<file path="config.mk">
export PLATFORM = sky130hd
export DESIGN_NAME = roi_line_binarizer
export DESIGN_NICKNAME = d
export VERILOG_FILES = /design/src/rtl/roi_line_binarizer_pkg.sv /design/src/rtl/roi_line_binarizer_video_timing_counter.sv /design/src/rtl/roi_line_binarizer.sv
export SDC_FILE = /design/constraint.sdc
export NUM_CORES = 1
export LEC_CHECK = 0
export BUFFER_PORTS_ARGS = -buffer_cell sky130_fd_sc_hd__buf_2
export CAP_MARGIN = 20
export CORE_MARGIN = 3
export CORE_UTILIZATION = 30
export CTS_CLUSTER_SIZE = 20
export DETAILED_ROUTE_END_ITERATION = 8
export GPL_ROUTABILITY_DRIVEN = 0
export GPL_TIMING_DRIVEN = 0
export HOLD_SLACK_MARGIN = 0.15
export SKIP_CTS_REPAIR_TIMING = 1
export SYNTH_ARGS = -nofsm -noshare
export SYNTH_HDL_FRONTEND = slang
export SYNTH_SLANG_ARGS = --single-unit
export TNS_END_PERCENT = 20
</file>
<file path="constraint.sdc">
create_clock -name video_clk -period 19.2 [get_ports video_clk]
set_input_delay 0 -clock video_clk [delete_from_list [all_inputs] [get_ports video_clk]]
set_output_delay 0 -clock video_clk [all_outputs]
set_load 0.02 [all_outputs]
</file>
<file path="src/rtl/roi_line_binarizer_pkg.sv">
// Shared definitions for the ROI binarizer and the downstream segment recogniser:
// pixel polarity, default ROI geometry and the capture state encoding.
package roi_line_binarizer_pkg;

    localparam logic BLACK = 1'b0;
    localparam logic WHITE = 1'b1;

    localparam int WE_DEFAULT      = 180;
    localparam int HE_DEFAULT      = 240;
    localparam int H_WIDTH_DEFAULT = 8;

    typedef enum logic [1:0] {
        S_IDLE    = 2'd0,
        S_WAIT    = 2'd1,
        S_CAPTURE = 2'd2,
        S_PUBLISH = 2'd3
    } state_t;

endpackage

</file>
<file path="src/rtl/roi_line_binarizer_video_timing_counter.sv">
// Frame/line timing: vs/de edge detection and saturating pixel (x) and line (y) counters.
module video_timing_counter
    import roi_line_binarizer_pkg::*;
#(
    parameter int CNT_WIDTH = 11
) (
    input  logic                 video_clk,
    input  logic                 rst,
    input  logic                 vin_vs,
    input  logic                 vin_de,
    output logic                 vs_rise,
    output logic                 de_fall,
    output logic [CNT_WIDTH-1:0] x_cnt,
    output logic [CNT_WIDTH-1:0] y_cnt
);

    logic                 vs_q;
    logic                 de_q;
    logic [CNT_WIDTH-1:0] x_cnt_q;
    logic [CNT_WIDTH-1:0] x_cnt_d;
    logic [CNT_WIDTH-1:0] y_cnt_q;
    logic [CNT_WIDTH-1:0] y_cnt_d;

    assign vs_rise = vin_vs & ~vs_q;
    assign de_fall = ~vin_de & de_q;
    assign x_cnt   = x_cnt_q;
    assign y_cnt   = y_cnt_q;

    // Next-count logic; a new frame clears y even if a line ends in the same cycle.
    always_comb begin
        x_cnt_d = x_cnt_q;
        y_cnt_d = y_cnt_q;
        if (vin_de) begin
            if (x_cnt_q != {CNT_WIDTH{1'b1}}) begin
                x_cnt_d = x_cnt_q + CNT_WIDTH'(1);
            end else begin
                x_cnt_d = x_cnt_q;
            end
        end else if (de_fall) begin
            x_cnt_d = {CNT_WIDTH{1'b0}};
        end else begin
            x_cnt_d = x_cnt_q;
        end
        if (vs_rise) begin
            y_cnt_d = {CNT_WIDTH{1'b0}};
        end else if (de_fall && (y_cnt_q != {CNT_WIDTH{1'b1}})) begin
            y_cnt_d = y_cnt_q + CNT_WIDTH'(1);
        end else begin
            y_cnt_d = y_cnt_q;
        end
    end

    // Timing registers.
    always_ff @(posedge video_clk or posedge rst) begin
        if (rst) begin
            vs_q    <= 1'b0;
            de_q    <= 1'b0;
            x_cnt_q <= {CNT_WIDTH{1'b0}};
            y_cnt_q <= {CNT_WIDTH{1'b0}};
        end else begin
            vs_q    <= vin_vs;
            de_q    <= vin_de;
            x_cnt_q <= x_cnt_d;
            y_cnt_q <= y_cnt_d;
        end
    end

endmodule

</file>
<file path="src/rtl/roi_line_binarizer.sv">
// Crops a WE x HE region from the grey pixel stream, thresholds it to 1 bpp and
// publishes the two most recent ROI rows with a row index and a one-cycle strobe.
module roi_line_binarizer
    import roi_line_binarizer_pkg::*;
#(
    parameter int DATA_WIDTH = 8,
    parameter int WE         = WE_DEFAULT,
    parameter int HE         = HE_DEFAULT,
    parameter int ROI_X0     = 230,
    parameter int ROI_Y0     = 120,
    parameter int H_WIDTH    = H_WIDTH_DEFAULT,
    parameter int CNT_WIDTH  = 11
) (
    input  logic                  video_clk,
    input  logic                  rst,
    input  logic                  vin_vs,
    input  logic                  vin_de,
    input  logic [DATA_WIDTH-1:0] vin_data,
    input  logic [DATA_WIDTH-1:0] threshold,
    output logic                  line_clk,
    output logic [WE-1:0]         line1,
    output logic [WE-1:0]         line2,
    output logic [H_WIDTH-1:0]    h,
    output logic                  frame_done,
    output logic                  short_line
);

    localparam int                   COL_W    = (WE > 1) ? $clog2(WE) : 1;
    localparam logic [CNT_WIDTH-1:0] X0       = CNT_WIDTH'(ROI_X0);
    localparam logic [CNT_WIDTH-1:0] Y0       = CNT_WIDTH'(ROI_Y0);
    localparam logic [CNT_WIDTH-1:0] Y_LAST   = CNT_WIDTH'(ROI_Y0 + HE - 1);
    localparam logic [CNT_WIDTH-1:0] COL_LAST = CNT_WIDTH'(WE - 1);
    localparam logic [H_WIDTH-1:0]   H_LAST   = H_WIDTH'(HE - 1);

    logic                  vs_rise_s;
    logic                  de_fall_s;
    logic [CNT_WIDTH-1:0]  x_cnt_s;
    logic [CNT_WIDTH-1:0]  y_cnt_s;
    logic [CNT_WIDTH-1:0]  col_s;
    logic                  pix_s;
    logic                  in_rows_s;

    state_t                state_q, state_d;
    logic [DATA_WIDTH-1:0] thr_q, thr_d;
    logic [WE-1:0]         shift_q, shift_d;
    logic [H_WIDTH-1:0]    row_q, row_d;
    logic [WE-1:0]         line1_q, line1_d;
    logic [WE-1:0]         line2_q, line2_d;
    logic [H_WIDTH-1:0]    h_q, h_d;
    logic                  line_clk_q, line_clk_d;
    logic                  frame_done_q, frame_done_d;
    logic                  short_line_q, short_line_d;

    video_timing_counter #(
        .CNT_WIDTH (CNT_WIDTH)
    ) u_timing (
        .video_clk (video_clk),
        .rst       (rst),
        .vin_vs    (vin_vs),
        .vin_de    (vin_de),
        .vs_rise   (vs_rise_s),
        .de_fall   (de_fall_s),
        .x_cnt     (x_cnt_s),
        .y_cnt     (y_cnt_s)
    );

    assign col_s     = x_cnt_s - X0;
    assign pix_s     = (vin_data >= thr_q) ? WHITE : BLACK;
    assign in_rows_s = (y_cnt_s >= Y0) && (y_cnt_s <= Y_LAST);

    // Capture FSM; the row index is latched at row start because y_cnt moves on
    // before a short row reaches its publish cycle.
    always_comb begin
        state_d      = state_q;
        thr_d        = thr_q;
        shift_d      = shift_q;
        row_d        = row_q;
        line1_d      = line1_q;
        line2_d      = line2_q;
        h_d          = h_q;
        short_line_d = short_line_q;
        line_clk_d   = 1'b0;
        frame_done_d = line_clk_q && (h_q == H_LAST);
        if (vs_rise_s) begin
            thr_d        = threshold;
            shift_d      = {WE{1'b0}};
            line1_d      = {WE{1'b0}};
            line2_d      = {WE{1'b0}};
            short_line_d = 1'b0;
            state_d      = S_WAIT;
        end else begin
            case (state_q)
                S_IDLE: begin
                    state_d = S_IDLE;
                end
                S_WAIT: begin
                    if (vin_de && in_rows_s && (x_cnt_s == X0)) begin
                        shift_d[0] = pix_s;
                        row_d      = H_WIDTH'(y_cnt_s - Y0);
                        state_d    = S_CAPTURE;
                    end else begin
                        state_d = S_WAIT;
                    end
                end
                S_CAPTURE: begin
                    if (vin_de) begin
                        shift_d[col_s[COL_W-1:0]] = pix_s;
                        if (col_s == COL_LAST) begin
                            state_d = S_PUBLISH;
                        end else begin
                            state_d = S_CAPTURE;
                        end
                    end else begin
                        short_line_d = 1'b1;
                        state_d      = S_PUBLISH;
                    end
                end
                S_PUBLISH: begin
                    line2_d    = line1_q;
                    line1_d    = shift_q;
                    h_d        = row_q;
                    line_clk_d = 1'b1;
                    shift_d    = {WE{1'b0}};
                    if (row_q == H_LAST) begin
                        state_d = S_IDLE;
                    end else begin
                        state_d = S_WAIT;
                    end
                end
                default: begin
                    state_d = S_IDLE;
                end
            endcase
        end
    end

    // State and output registers.
    always_ff @(posedge video_clk or posedge rst) begin
        if (rst) begin
            state_q      <= S_IDLE;
            thr_q        <= {DATA_WIDTH{1'b0}};
            shift_q      <= {WE{1'b0}};
            row_q        <= {H_WIDTH{1'b0}};
            line1_q      <= {WE{1'b0}};
            line2_q      <= {WE{1'b0}};
            h_q          <= {H_WIDTH{1'b0}};
            line_clk_q   <= 1'b0;
            frame_done_q <= 1'b0;
            short_line_q <= 1'b0;
        end else begin
            state_q      <= state_d;
            thr_q        <= thr_d;
            shift_q      <= shift_d;
            row_q        <= row_d;
            line1_q      <= line1_d;
            line2_q      <= line2_d;
            h_q          <= h_d;
            line_clk_q   <= line_clk_d;
            frame_done_q <= frame_done_d;
            short_line_q <= short_line_d;
        end
    end

    assign line_clk   = line_clk_q;
    assign line1      = line1_q;
    assign line2      = line2_q;
    assign h          = h_q;
    assign frame_done = frame_done_q;
    assign short_line = short_line_q;

endmodule

</file>
**Word-level counts from Yosys, hierarchy flattened**

Cells that the tools add are included.

- Shifts and indexed selects: 0
- Div/mod/pow operators: 0
- Bitwise logic cells: 5
- Magnitude comparators: 5
- Multiplexer cells: 29
- Multipliers: 0
- $add $sub $neg: 4
- Reductions and logical operators: 19
- Equality and inequality tests: 13

Operator list:

| cell | count |
|---|---|
| 2-to-1 mux 180 bit | 6 |
| one-hot mux 179 bit (2 select lines) | 1 |
| bitwise mux 180 bit | 1 |
| 2-to-1 mux 11 bit | 5 |
| adder 11 x 1 -> 11 bit, second input constant | 2 |
| == test 11 x 8 -> 1 bit, second input constant | 2 |
| inequality test 11 bit, second input constant | 2 |
| == test 8 bit, second input constant | 2 |
| greater-or-equal comparator 11 x 7 -> 1 bit, second input constant | 1 |
| <= comparator 11 x 9 -> 1 bit, second input constant | 1 |
| 2-to-1 mux 1 bit | 11 |
| subtractor 11 x 8 -> 11 bit, second input constant | 1 |
| < comparator 8 x 9 -> 1 bit, second input constant | 1 |
| demux 1 bit (select 8 bit) | 1 |
| greater-or-equal comparator 8 x 1 -> 1 bit, second input constant | 1 |
| greater-or-equal comparator 8 bit | 1 |
| one-hot mux 2 bit (4 select lines) | 1 |
| AND reduction 2 bit | 4 |
| nonzero test 2 bit | 4 |
| subtractor 8 x 7 -> 8 bit, second input constant | 1 |
| logical AND 1 bit | 6 |
| inequality test 3 x 2 -> 1 bit, second input constant | 2 |
| AND reduction 3 bit | 2 |
| == test 2 bit, second input constant | 2 |
| 9 further kinds | 14 |

- Memories kept: 0
- Output and inout port bits: 371
- Word-level logic and storage cells: 90
- Register bits: 593
- RAM bits: 0
- ROM bits: 0
- Input bits: 20
- Bits in latches: 0

**Depth between registers and ports, before layout**

Gate-level depths: netlist (run 1).

- Word-level depth: 9
- Mapped depth: 10
- Depth with buffers taken out: 8

**By module**

A second synthesis (run 1) with hierarchy kept.

- Cell total of the unflattened synthesis: 2224
- Area total of the unflattened synthesis: 25395.6 sq um

Modules (own cells, without submodules):

| module | sequential area each (sq um) | cells each | times used | area an instance (sq um) |
|---|---|---|---|---|
| roi_line_binarizer | 14238.7 | 2094 | 1 | 24115.6 |
| video_timing_counter | 600.6 | 130 | 1 | 1280.0 |

**Least setup slack after synthesis (run 1)**

OpenSTA, ideal clock, no wires.

- Kind: register to register
- Start: register u_timing.x_cnt_q[1] (netlist: u_timing.x_cnt[1])
- End: register row_q[0]
- Buffers on the path: 1
- Slack: 16.849 ns
- Required time: 19.075 ns
- Arrival: 2.227 ns
- Cell stages (with the launch flop): 9
- Clock period less this slack: 2.351 ns
- Setup time: 0.125 ns
- Path through: dfrtp_1 > ha_1 > buf_4 > nor4b_1 > nand4_1 > a211oi_1 > nand3b_1 > nor2_2 > mux2_2

- Cells in the longest elaborated chain, start to end: 3

Ends and longest elaborated chain:

| what | RTL line | RTL |
|---|---|---|
| start: declaration | roi_line_binarizer_video_timing_counter.sv:19 | `logic [CNT_WIDTH-1:0] x_cnt_q;` |
| start signal: assignment | roi_line_binarizer_video_timing_counter.sv:58 | `x_cnt_q <= {CNT_WIDTH{1'b0}};` |
| start signal: assignment | roi_line_binarizer_video_timing_counter.sv:63 | `x_cnt_q <= x_cnt_d;` |
| == test 11 x 8 -> 1 bit | roi_line_binarizer.sv:97 | `if (vin_de && in_rows_s && (x_cnt_s == X0)) begin` |
| logical AND 1 bit | roi_line_binarizer.sv:97 |  |
| AND reduction 3 bit (no source line) | n/a |  |
| end signal: assignment | roi_line_binarizer.sv:143 | `row_q <= {H_WIDTH{1'b0}};` |
| end signal: assignment | roi_line_binarizer.sv:154 | `row_q <= row_d;` |
| end: declaration | roi_line_binarizer.sv:46 | `logic [H_WIDTH-1:0] row_q, row_d;` |

Every way passes these cells.
A chain may end at the register's enable or synchronous reset.

**Final worst setup path (run 1)**

- Start: register thr_q[0]
- End: register shift_q[47]

- Cells in the longest elaborated chain, start to end: 6

Ends and longest elaborated chain:

| what | RTL line | RTL |
|---|---|---|
| start: declaration | roi_line_binarizer.sv:44 | `logic [DATA_WIDTH-1:0] thr_q, thr_d;` |
| start signal: assignment | roi_line_binarizer.sv:141 | `thr_q <= {DATA_WIDTH{1'b0}};` |
| start signal: assignment | roi_line_binarizer.sv:152 | `thr_q <= thr_d;` |
| greater-or-equal comparator 8 bit | roi_line_binarizer.sv:68 | `assign pix_s = (vin_data >= thr_q) ? WHITE : BLACK;` |
| 2-to-1 mux 1 bit | roi_line_binarizer.sv:68 |  |
| bitwise mux 180 bit | roi_line_binarizer.sv:107 | `shift_d[col_s[COL_W-1:0]] = pix_s;` |
| 2-to-1 mux 180 bit | roi_line_binarizer.sv:106 | `if (vin_de) begin` |
| one-hot mux 179 bit (2 select lines) | roi_line_binarizer.sv:92 | `case (state_q)` |
| 2-to-1 mux 180 bit | roi_line_binarizer.sv:84 | `if (vs_rise_s) begin` |
| end signal: assignment | roi_line_binarizer.sv:142 | `shift_q <= {WE{1'b0}};` |
| end signal: assignment | roi_line_binarizer.sv:153 | `shift_q <= shift_d;` |
| end: declaration | roi_line_binarizer.sv:45 | `logic [WE-1:0] shift_q, shift_d;` |

Every way passes these cells. The select of a mux whose other input is x is not followed.

==> summary.md, run 1 <==
| Metric | Value |
|---|---|
| Status | `complete, no violations` |
| Final Util | `37.6%` |
| Initial antenna violation count | `1` |
| H-tree depth | `3` |
| Core area | `82,200 um2` |
| Overall Global Routing Usage | `19.9%` |
| Final Skew | `0.0313 ns` |
| Max cap viols | `0` |
| CP dominant cell by count | `clkbuf_1` |
| I/O Pins | `391` |
| Asr flop ratio synth | `100%` |
| Final setup margin | `15.57 ns` |
| Mean post-synth cell area | `9.50 um2` |
| Final Non-Filler Cells | `4,236` |
| CTS buffer count | `71` |
| VDD IR max | `0.0000528 V` |
| Worst hold margin | `0.139 ns` |
| Met2 Usage GRT | `32.1%` |
| Syn Std Cell Area | `25,000 um2` |
| Die Ht | `294 um` |
| Setup crit start kind | `register` |
| Cell accounting for the most synthesized area | `dfrtp_1` |
| Die Width | `294 um` |
| Worst path required time | `19.63 ns` |
| Fin crit share | `18.9%` |
| # rows | `105` |
| P&R area growth vs syn | `24.0%` |
| CP endpoint kind | `register` |
| Root buffer cell | `clkbuf_16` |
| Top_reg_cell synth | `dfrtp_1` |
| Slew headroom | `21.2%` |
| Top cells by area, synth | `dfrtp_1 59%, nand2_1 11%, a21oi_1 8.7%` |
| Drt first-iter violations | `1,698` |
| PwrDens | `91.3 nW/um2` |
| Dpl hpwl | `61.8 mm` |
| Initial Utilization | `30.4%` |
| GRT overflow | `0` |
| RSZ-0062 raised after global routing | `no` |
| Achievable Freq | `275 MHz` |
| Die Area | `86,700 um2` |
| Tot Pwr | `2.83 mW` |
| I/O Buffers | `390` |
| Ys Warns | `0` |
| Crit path time final | `3.63 ns` |
| Worst skew pair latency | `0.62 ns` |
| Clk pin slew, worst setup/hold paths | `0.06 ns` |
| Leak | `14.1 nW` |
| Drc violations | `0` |
| Slew at the pin with the worst max-slew slack | `1.18 ns` |
| M1 GR Usage | `27.7%` |
| Vias | `21,300` |
| Fin. Hold Viols | `0` |
| Nets@finish | `3,153` |
| Placed Instances | `4,096` |
| First-pass GRT wire length | `132 mm` |
| CP peak stage delay | `0.66 ns` |
| Yosys reg bits | `593` |
| First-pass DRT Iterations | `7` |
| HP Class | `in2reg` |
| Slowest stage cell, crit path | `clkbuf_1` |
| Setup CP Type | `reg2reg` |
| Post-place setup slack | `15.61 ns` |
| CP arrival | `4.07 ns` |
| Cells after Synth | `2,627` |
| Post-synth top area share | `59.4%` |
| Mean routed wirelength per cell | `20.7 um` |
| Critical path, cell by cell | `ha_1 -> nand2b_1 -> a2111oi_0 -> o211ai_1 -> nand2_1 -> clkbuf_1 -> clkbuf_1 -> a311oi_1` |
| Global routing usage on met3 | `3.32%` |
| Mean number of vias per cell | `5.02` |
| Number of global-route vias before repair | `20,600` |
| EDFF count, synth | `0` |
| Synth cell types | `59` |
| Sink Count | `593` |
| Gr busiest metal | `met2` |
| Largest net degree at the start of global routing | `120` |
| Antenna viol nets, final | `0` |
| Syn nets | `2,665` |
| Max Fanout on Critical Path | `10` |
| Final Setup Violations | `0` |
| Layout cells sized above 1 | `18.0%` |
| ANT cells | `0` |
| Slew Viols, Final | `0` |
| Sequential area share after synthesis | `59.4%` |
| CTS tree | `done` |
| CTS Buffer Depth | `3` |
| Routed Wire Length | `87.6 mm` |
-- worst max-delay path: cells and delay by family (launching register included) --
kind / cells / cell delay (ns)
AOI/OAI and AO/OA: 3 / 0.98
adders and majority gates: 1 / 0.26
buffers and inverters: 2 / 1.32
DFF: 1 / 0.38
and+or+nand+nor: 2 / 0.51
-- final timing paths --
check	slack, ns	startpoint	endpoint	cells after the start
max reg2reg	15.57	thr_q[0]	shift_q[47]	8
min reg2reg	0.48	thr_q[0]	thr_q[0]	2
min	0.14	threshold[7]	thr_q[7]	4
min in group asynchronous	0.49	rst	line2[146]	4
max in group asynchronous	16.72	rst	line2[104]	7
max	15.57	thr_q[0]	shift_q[47]	8
-- placed cells by master, fill, tap and decap left out, types with 4 or more instances in the layout --
| master | instances |
|---|---|
| nand2_1 | 760 |
| dfrtp_1 | 593 |
| a21oi_1 | 435 |
| buf_2 | 406 |
| clkbuf_1 | 191 |
| nor2_1 | 115 |
| o31ai_1 | 79 |
| o211ai_1 | 78 |
| clkbuf_16 | 74 |
| a211oi_1 | 48 |
| a311oi_1 | 41 |
| o21ai_0 | 37 |
| nand3_1 | 23 |
| inv_1 | 22 |
| or3_1 | 22 |
| ha_1 | 18 |
| buf_1 | 16 |
| clkbuf_8 | 15 |
| mux2_2 | 14 |
| dlygate4sd3_1 | 14 |
| xor2_1 | 12 |
| nor3_1 | 12 |
| clkinv_2 | 12 |
| nand4_1 | 9 |
| xnor2_1 | 9 |
| and2_1 | 6 |
| buf_4 | 6 |
| nor2b_1 | 5 |
| or2_0 | 5 |
| buf_16 | 5 |
| buf_8 | 5 |
| a31oi_1 | 4 |
| and3_1 | 4 |
| nand2b_1 | 4 |
| nand3_2 | 4 |
| buf_6 | 4 |
-- power by group --
group          switching (mW)  total, mW  leakage (nW)  internal [mW]
Combinational           0.166      0.211          4.67         0.0448
Clock                   0.547       1.34          1.15          0.796
Sequential             0.0107       1.27          8.25           1.26
-- cells by family (layout without fill, tap and decap cells) --
kind of cell,Yosys count,in the layout,share of synthesized area [%]
compound gates,749,749,18.2
xor+xnor,21,21,0.737
fa+ha+maj,18,18,0.902
buf+inv,244,783,3.96
flops,593,593,59.4
mux,16,16,0.712
simple gates,986,986,16.0
-- final cells by class --
cell class | instances | area [um2]
clock inverters | 24 | 241
flip-flops and latches | 593 | 14800
well taps | 1070 | 1340
plain buffers | 221 | 902
repair buffers | 415 | 2330
fillers | 8362 | 51300
multi-input cells | 1790 | 9130
inverters | 23 | 93.8
clock buffers | 100 | 2080
-- cell usage after synthesis, types with 12 or more instances --
cell,n
dfrtp_1,593
buf_2,16
mux2_2,14
nand2_1,760
nand3_1,23
clkbuf_1,179
nor2_1,115
a211oi_1,48
a21oi_1,435
buf_1,16
ha_1,18
nor3_1,12
inv_1,23
xor2_1,12
a311oi_1,41
o211ai_1,78
o31ai_1,79
o21ai_0,37
or3_1,22
-- stage by stage --
stage / setup TNS (ns) / instance area [um2]
4_1_cts: 0 / 30800
2_1_floorplan: 0 / 25000
3_3_place_gp: -2881.20 / 28300
6_report: 0 / 31000
5_1_grt: 0 / 31000
3_5_place_dp: 0 / 28500
-- flip-flops by register name (all words and copies together) (netlist names) --
signal and flops:
u_timing.x_cnt 11, u_timing.vs_q 1, row_q 8, thr_q 8, line1 180, shift_q 180
u_timing.y_cnt 11, line_clk 1, state_q 2, frame_done 1, short_line 1, u_timing.de_q 1
line2 180, h 8
-- per-layer routing --
metal	wire length, um	vias up
li1	-	10000
met1	39900	10500
met2	41000	627
met3	4790	113
met4	1890	0
met5	0	-
Note: power is estimated with default switching activity, not from simulation.
==> inputs of run 2 (changes only) <==
==> constraint.sdc (replaced) <==
create_clock -name video_clk -period 3 [get_ports video_clk]
set_input_delay 0 -clock video_clk [delete_from_list [all_inputs] [get_ports video_clk]]
set_output_delay 0 -clock video_clk [all_outputs]
set_load 0.02 [all_outputs]
==> run 2 against run 1 <==
First-iteration DRC count is 7.8% lower. Die area stayed put. Critical path depth stayed put. Count of clock-buffer cells in the layout is 1 higher. Sequential share of layout area is 0.61 points lower. Largest power group unchanged. Highest routed layer unchanged.
==> summary.md, run 2 (synthesis gave the netlist of run 1 again) <==
| Metric | Value |
|---|---|
| CP arrival | `3.42 ns` |
| RSZ-0062 raised after global routing | `yes` |
| CP endpoint kind | `register` |
| Initial Utilization | `30.4%` |
| P&R area growth vs syn | `25.6%` |
| Drc violations | `0` |
| First-pass DRT Iterations | `5` |
| Layout cells sized above 1 | `19.4%` |
| Slew headroom | `21.6%` |
| Worst path required time | `3.45 ns` |
| Drt first-iter violations | `1,566` |
| Worst Path Buf+Inv | `2` |
| VDD IR max | `0.000328 V` |
| Flop pwr share | `44.2%` |
| Setup crit start kind | `register` |
| Gr busiest metal | `met2` |
| Number of global-route vias before repair | `20,800` |
| Worst skew pair latency | `0.63 ns` |
| Clock power share | `48.1%` |
| H-tree depth | `3` |
| Setup CP Type | `reg2reg` |
| Core area | `82,200 um2` |
| Die Width | `294 um` |
| Met2 Usage GRT | `32.1%` |
| Switch Pwr | `4.72 mW` |
| Final Skew | `0.0302 ns` |
| CTS Buffer Depth | `3` |
| Switching Fraction | `25.6%` |
| Critical path, cell by cell | `ha_1 -> buf_4 -> xor2_1 -> nor2_1 -> nand3_1 -> clkbuf_1 -> o211ai_1 -> o31ai_1` |
| Slowest stage cell, crit path | `nand3_1` |
| Mean routed wirelength per cell | `20.8 um` |
| Max cap viols | `0` |
| Antenna viol nets, final | `0` |
| Max Fanout on Critical Path | `11` |
| I/O Buffers | `390` |
| Fin crit share | `99.0%` |
| Leak | `14.3 nW` |
| Initial antenna violation count | `1` |
| Status | `complete, no violations` |
| Post-place setup slack | `-0.722 ns` |
| # rows | `105` |
| GRT overflow | `0` |
| Final Setup Violations | `0` |
| CTS tree | `done` |
| Most frequent cells in the layout | `758 x nand2_1, 593 x dfrtp_1, 435 x a21oi_1, 408 x buf_2, 177 x clkbuf_1` |
| I/O Pins | `391` |
| Die Ht | `294 um` |
| Sink Count | `593` |
| Fin area | `31,400 um2` |
| Overall Global Routing Usage | `20.0%` |
| Achievable Freq | `337 MHz` |
| Internal power | `13.7 mW` |
| Routed Wire Length | `88.3 mm` |
| Clk pin slew, worst setup/hold paths | `0.06 ns` |
| Dpl hpwl | `63.1 mm` |
| CP peak stage delay | `0.53 ns` |
| Crit-path leading delay family | `simple AND/OR/NAND/NOR gates` |
| Crit path time final | `2.97 ns` |
| Root buffer cell | `clkbuf_16` |
| Slew Viols, Final | `0` |
| Nets@finish | `3,172` |
| Vias | `21,400` |
| Die Area | `86,700 um2` |
| Most common cell after layout, fill and taps aside | `nand2_1` |
| Largest net degree at the start of global routing | `42` |
| Fin. Hold Viols | `0` |
| PwrDens | `588 nW/um2` |
| Slew at the pin with the worst max-slew slack | `1.17 ns` |
| Area after DPL | `28,700 um2` |
| CTS buffer count | `71` |
| Logic pwr share | `7.7%` |
| M1 GR Usage | `27.6%` |
| Global routing usage on met3 | `3.44%` |
| Final setup margin | `0.0304 ns` |
| ANT cells | `0` |
| First-pass GRT wire length | `133 mm` |
| HP Class | `in2reg` |
| Mean number of vias per cell | `5.03` |
[run 2: final cells by class]
cell class | instances | area, um2
Clock buffer | 101 | 2010
Multi-Input combinational cell | 1790 | 9200
Clock inverter | 24 | 358
Fill cell | 8319 | 50900
Timing Repair Buffer | 434 | 2580
Inverter | 23 | 90.1
Tap cell | 1070 | 1340
Buffer | 221 | 937
Sequential cell | 593 | 14800
[run 2: final timing paths]
path,depth (start not counted),slack (ns),end,start
max,8,0.03,shift_q[171],u_timing.x_cnt[1]
min,4,0.16,thr_q[5],threshold[5]
max reg2reg,8,0.03,shift_q[171],u_timing.x_cnt[1]
min reg2reg,2,0.49,thr_q[0],thr_q[0]
max in group asynchronous,11,0.33,line2[71],rst
min in group asynchronous,4,0.52,line2[172],rst
[run 2: worst register-to-register path, stage by stage (launching register included)]
cell	delay, ns
dfrtp_1	0.51
ha_1	0.28
buf_4	0.18
xor2_1	0.17
nor2_1	0.21
nand3_1	0.53
clkbuf_1	0.53
o211ai_1	0.31
o31ai_1	0.10
[run 2: power groups by stage]
| stage | Clock [mW] | Sequential, mW | Combinational, mW |
|---|---|---|---|
| global route | 9.43 | 8.15 | 1.56 |
| CTS | 9.08 | 8.14 | 1.36 |
| finish | 8.87 | 8.15 | 1.42 |
| detailed placement | 0 | 8.29 | 1.35 |
| global placement | 0 | 8.31 | 1.29 |
| floorplan | 0 | 8.28 | 0.827 |
[run 2: metrics by stage]
| step | cells | TNS (ns) | util (%) | hold WS [ns] | power, mW |
|---|---|---|---|---|---|
| 2_1_floorplan | 2627 | -3015.59 | - | 0.0314 | 9.10 |
| 5_1_grt | 4256 | -1.95 | 38.1 | 0.178 | 19.1 |
| 6_report | 4256 | 0 | 38.1 | 0.158 | 18.4 |
| 3_5_place_dp | 4108 | -59.57 | 34.8 | 0.141 | 9.64 |
| 4_1_cts | 4233 | -63.50 | 37.7 | -0.524 | 18.6 |
| 3_3_place_gp | 4087 | -5459.03 | 34.4 | 0.134 | 9.59 |
[run 2: per-layer routing]
metal | vias to the layer above | wire length, um
met5 | - | 0
met4 | 0 | 2560
met3 | 140 | 5510
met2 | 703 | 41100
met1 | 10500 | 39100
li1 | 10000 | -
==> inputs of run 3 (changes only) <==
--- a/config.mk
+++ b/config.mk
@@ -17,5 +17,6 @@
 export SKIP_CTS_REPAIR_TIMING = 1
 export SYNTH_ARGS = -nofsm -noshare
 export SYNTH_HDL_FRONTEND = slang
+export SYNTH_HIERARCHICAL = 1
 export SYNTH_SLANG_ARGS = --single-unit
 export TNS_END_PERCENT = 20
==> run 3 against run 2 <==
Sequential share of layout area is 0.84 points lower. Non-clock buffer count is 45 lower. Global-route usage is 1.1 points lower. Count of clock-buffer cells in the layout is 4 lower. Clock skew is 0.0070 ns lower. Wire length is 3.0% lower. Maximum frequency is 0.35% higher. Largest power group unchanged.
==> summary.md, run 3 <==
| Metric | Value |
|---|---|
| Max Fanout on Critical Path | `13` |
| Vias | `19,300` |
| Worst r2r src | `u_timing/x_cnt[2]` |
| Cell accounting for the most synthesized area | `dfrtp_1` |
| EDFF count, synth | `0` |
| Most common cell after layout, fill and taps aside | `dfrtp_1` |
| Top_reg_cell synth | `dfrtp_1` |
| Worst Hold End | `shift_q[0]` |
| Top-count cell post-synth | `dfrtp_1` |
| Gr busiest metal | `met2` |
| Die Area | `88,200 um2` |
| First-pass GRT wire length | `128 mm` |
| Initial antenna violation count | `2` |
| Syn nets | `2,262` |
| Asr flop ratio synth | `100%` |
| Nets@finish | `2,765` |
| Mean post-synth cell area | `11.4 um2` |
| Initial Utilization | `30.3%` |
| CTS Buffer Depth | `3` |
| Crit path time final | `2.96 ns` |
| Final setup margin | `0.0407 ns` |
| Reg2Reg Setup Slack | `0.04 ns` |
| Most frequent cells in the layout | `592 x dfrtp_1, 413 x mux2i_1, 404 x buf_2, 392 x nor2_1, 136 x o211ai_1` |
| Setup CP Type | `reg2reg` |
| CP endpoint kind | `register` |
| Slowest stage cell, crit path | `dfrtp_2` |
| Slew headroom | `30.4%` |
| Top cells by area, synth | `dfrtp_1 58%, mux2i_1 16%, nor2_1 5.8%` |
| Mean number of vias per cell | `4.94` |
| Reg-to-Reg End | `shift_q[15]` |
| Core area | `83,800 um2` |
| Flop pwr share | `44.9%` |
| Achievable Freq | `338 MHz` |
| Die Width | `297 um` |
| Worst path required time | `3.47 ns` |
| Hold path start | `vin_data[7]` |
| ANT cells | `0` |
| PwrDens | `568 nW/um2` |
| Sequential area share after synthesis | `58.4%` |
| FILL cells | `8,352` |
| Dpl hpwl | `61.0 mm` |
| Die Ht | `297 um` |
| Switching Fraction | `24.9%` |
| Reg2reg path depth | `8` |
| Drc violations | `0` |
| Worst skew pair latency | `0.62 ns` |
| First-pass DRT Iterations | `6` |
| Switch Pwr | `4.50 mW` |
| Root buffer cell | `clkbuf_16` |
| CP peak stage delay | `0.51 ns` |
| Synth cell types | `69` |
| Ys Warns | `6` |
| Status | `complete, no violations` |
| CTS buffer count | `69` |
| Post-synth top area share | `58.4%` |
| Drt first-iter violations | `1,656` |
| Post-place setup slack | `-0.893 ns` |
| Synth cell count leaders | `593 x dfrtp_1, 413 x mux2i_1, 393 x nor2_1` |
| Fin crit share | `98.6%` |
| RSZ-0062 raised after global routing | `yes` |
| Critical path, cell by cell | `ha_1 -> buf_2 -> xnor2_1 -> and2_1 -> nand2_1 -> clkbuf_2 -> o211ai_1 -> o31ai_1` |
| CP arrival | `3.43 ns` |
| Yosys reg bits | `593` |
| Number of global-route vias before repair | `19,000` |
| Final Setup Violations | `0` |
| Clock power share | `48.3%` |
| M1 GR Usage | `25.7%` |
| Fin. Hold Viols | `0` |
| Routed Wire Length | `85.7 mm` |
| Setup crit start kind | `register` |
| Fin area | `31,900 um2` |
| CTS tree | `done` |
| VDD IR max | `0.000425 V` |
| Hold depth | `6` |
| Global routing usage on met3 | `4.29%` |
| Leak | `15.3 nW` |
| GRT overflow | `0` |
| Max cap viols | `0` |
| Mean routed wirelength per cell | `21.9 um` |
| Syn Std Cell Area | `25,400 um2` |
| Internal power | `13.6 mW` |
| H-tree depth | `3` |
| Logic pwr share | `6.8%` |
| Slew at the pin with the worst max-slew slack | `1.04 ns` |
| I/O Buffers | `390` |
| Final Skew | `0.0232 ns` |
| # rows | `106` |
| Antenna viol nets, final | `0` |
| HP Class | `in2reg` |
| Layout cells sized above 1 | `22.7%` |
| P&R area growth vs syn | `25.7%` |
| Area after DPL | `29,200 um2` |
| Tot Pwr | `18.1 mW` |
| Overall Global Routing Usage | `19.0%` |
| Cells after Synth | `2,224` |
| Met2 Usage GRT | `30.4%` |
| Crit-path leading delay family | `simple AND/OR/NAND/NOR gates` |
| Largest net degree at the start of global routing | `43` |
| Sink Count | `593` |
| Slew Viols, Final | `0` |
| I/O Pins | `391` |
| Worst Path Buf+Inv | `2` |
| Clk pin slew, worst setup/hold paths | `0.06 ns` |
## run 3: per-stage QoR
step	cells	TNS, ns	utilization (%)	hold WS [ns]
after CTS	3895	-227.82	37.7	-0.593
after global routing	3913	-1.74	38.1	0.158
after global placement	3748	-5154.19	34.3	0.129
after floorplan	2224	-2702.53	-	0.0146
final	3913	0	38.1	0.151
after detailed placement	3772	-218.52	34.9	0.0823
## run 3: kinds of logic (layout without fill, tap and decap cells)
logic type / after synthesis / count (layout) / share of synthesized area [%]
AND/OR/NAND/NOR: 636 / 636 / 10.5
flip-flops: 593 / 593 / 58.4
multiplexers: 428 / 428 / 16.9
AO/OA/AOI/OAI: 335 / 335 / 9.79
buffers and inverters: 204 / 759 / 3.11
adder cells (fa/ha/maj): 18 / 18 / 0.887
XOR/XNOR: 10 / 10 / 0.345
## run 3: how the worst max path moves through the flow
stage | start | end | slack (ns) | cells after the start
3_3_place_gp | rst | line2[21] | -8.59 | 2
6_report | u_timing/x_cnt[2] | shift_q[15] | 0.04 | 8
5_1_grt | u_timing/x_cnt[2] | shift_q[89] | -0.07 | 9
2_1_floorplan | rst | frame_done | -4.75 | 1
4_1_cts | u_timing/vs_q | line2[0] | -0.91 | 8
3_5_place_dp | u_timing/vs_q | line1[176] | -0.89 | 8
## run 3: final cells by class
class	count	area, um2	area share (%)
Clock inverter	26	319	0.999
Inverter	26	105	0.329
Multi-Input combinational cell	1427	9820	30.8
Timing Repair Buffer	434	2640	8.28
Buffer	176	733	2.30
Tap cell	1134	1420	4.44
Sequential cell	593	14800	46.5
Clock buffer	97	2040	6.40
## run 3: worst register-to-register path: cells and delay by family, from the launching register on
kind                     cells  cell delay [ns]
AND/OR/NAND/NOR              2             0.68
adder cells (fa/ha/maj)      1             0.22
XOR/XNOR                     1             0.47
flip-flops                   1             0.51
buffers and inverters        2             0.58
AO/OA/AOI/OAI                2             0.36
## run 3: routing by layer
| layer | routed length (um) | vias up |
|---|---|---|
| met5 | 14 | - |
| met4 | 2100 | 2 |
| met3 | 5900 | 118 |
| met2 | 40400 | 668 |
| met1 | 37300 | 9671 |
| li1 | - | 8859 |
## run 3: power by group through the flow
stage	registers, mW	clock network (mW)	logic (mW)
finish	8.13	8.75	1.24
CTS	8.13	8.97	1.19
global placement	8.29	0	1.12
detailed placement	8.27	0	1.19
global route	8.13	9.31	1.35
floorplan	8.25	0	0.711
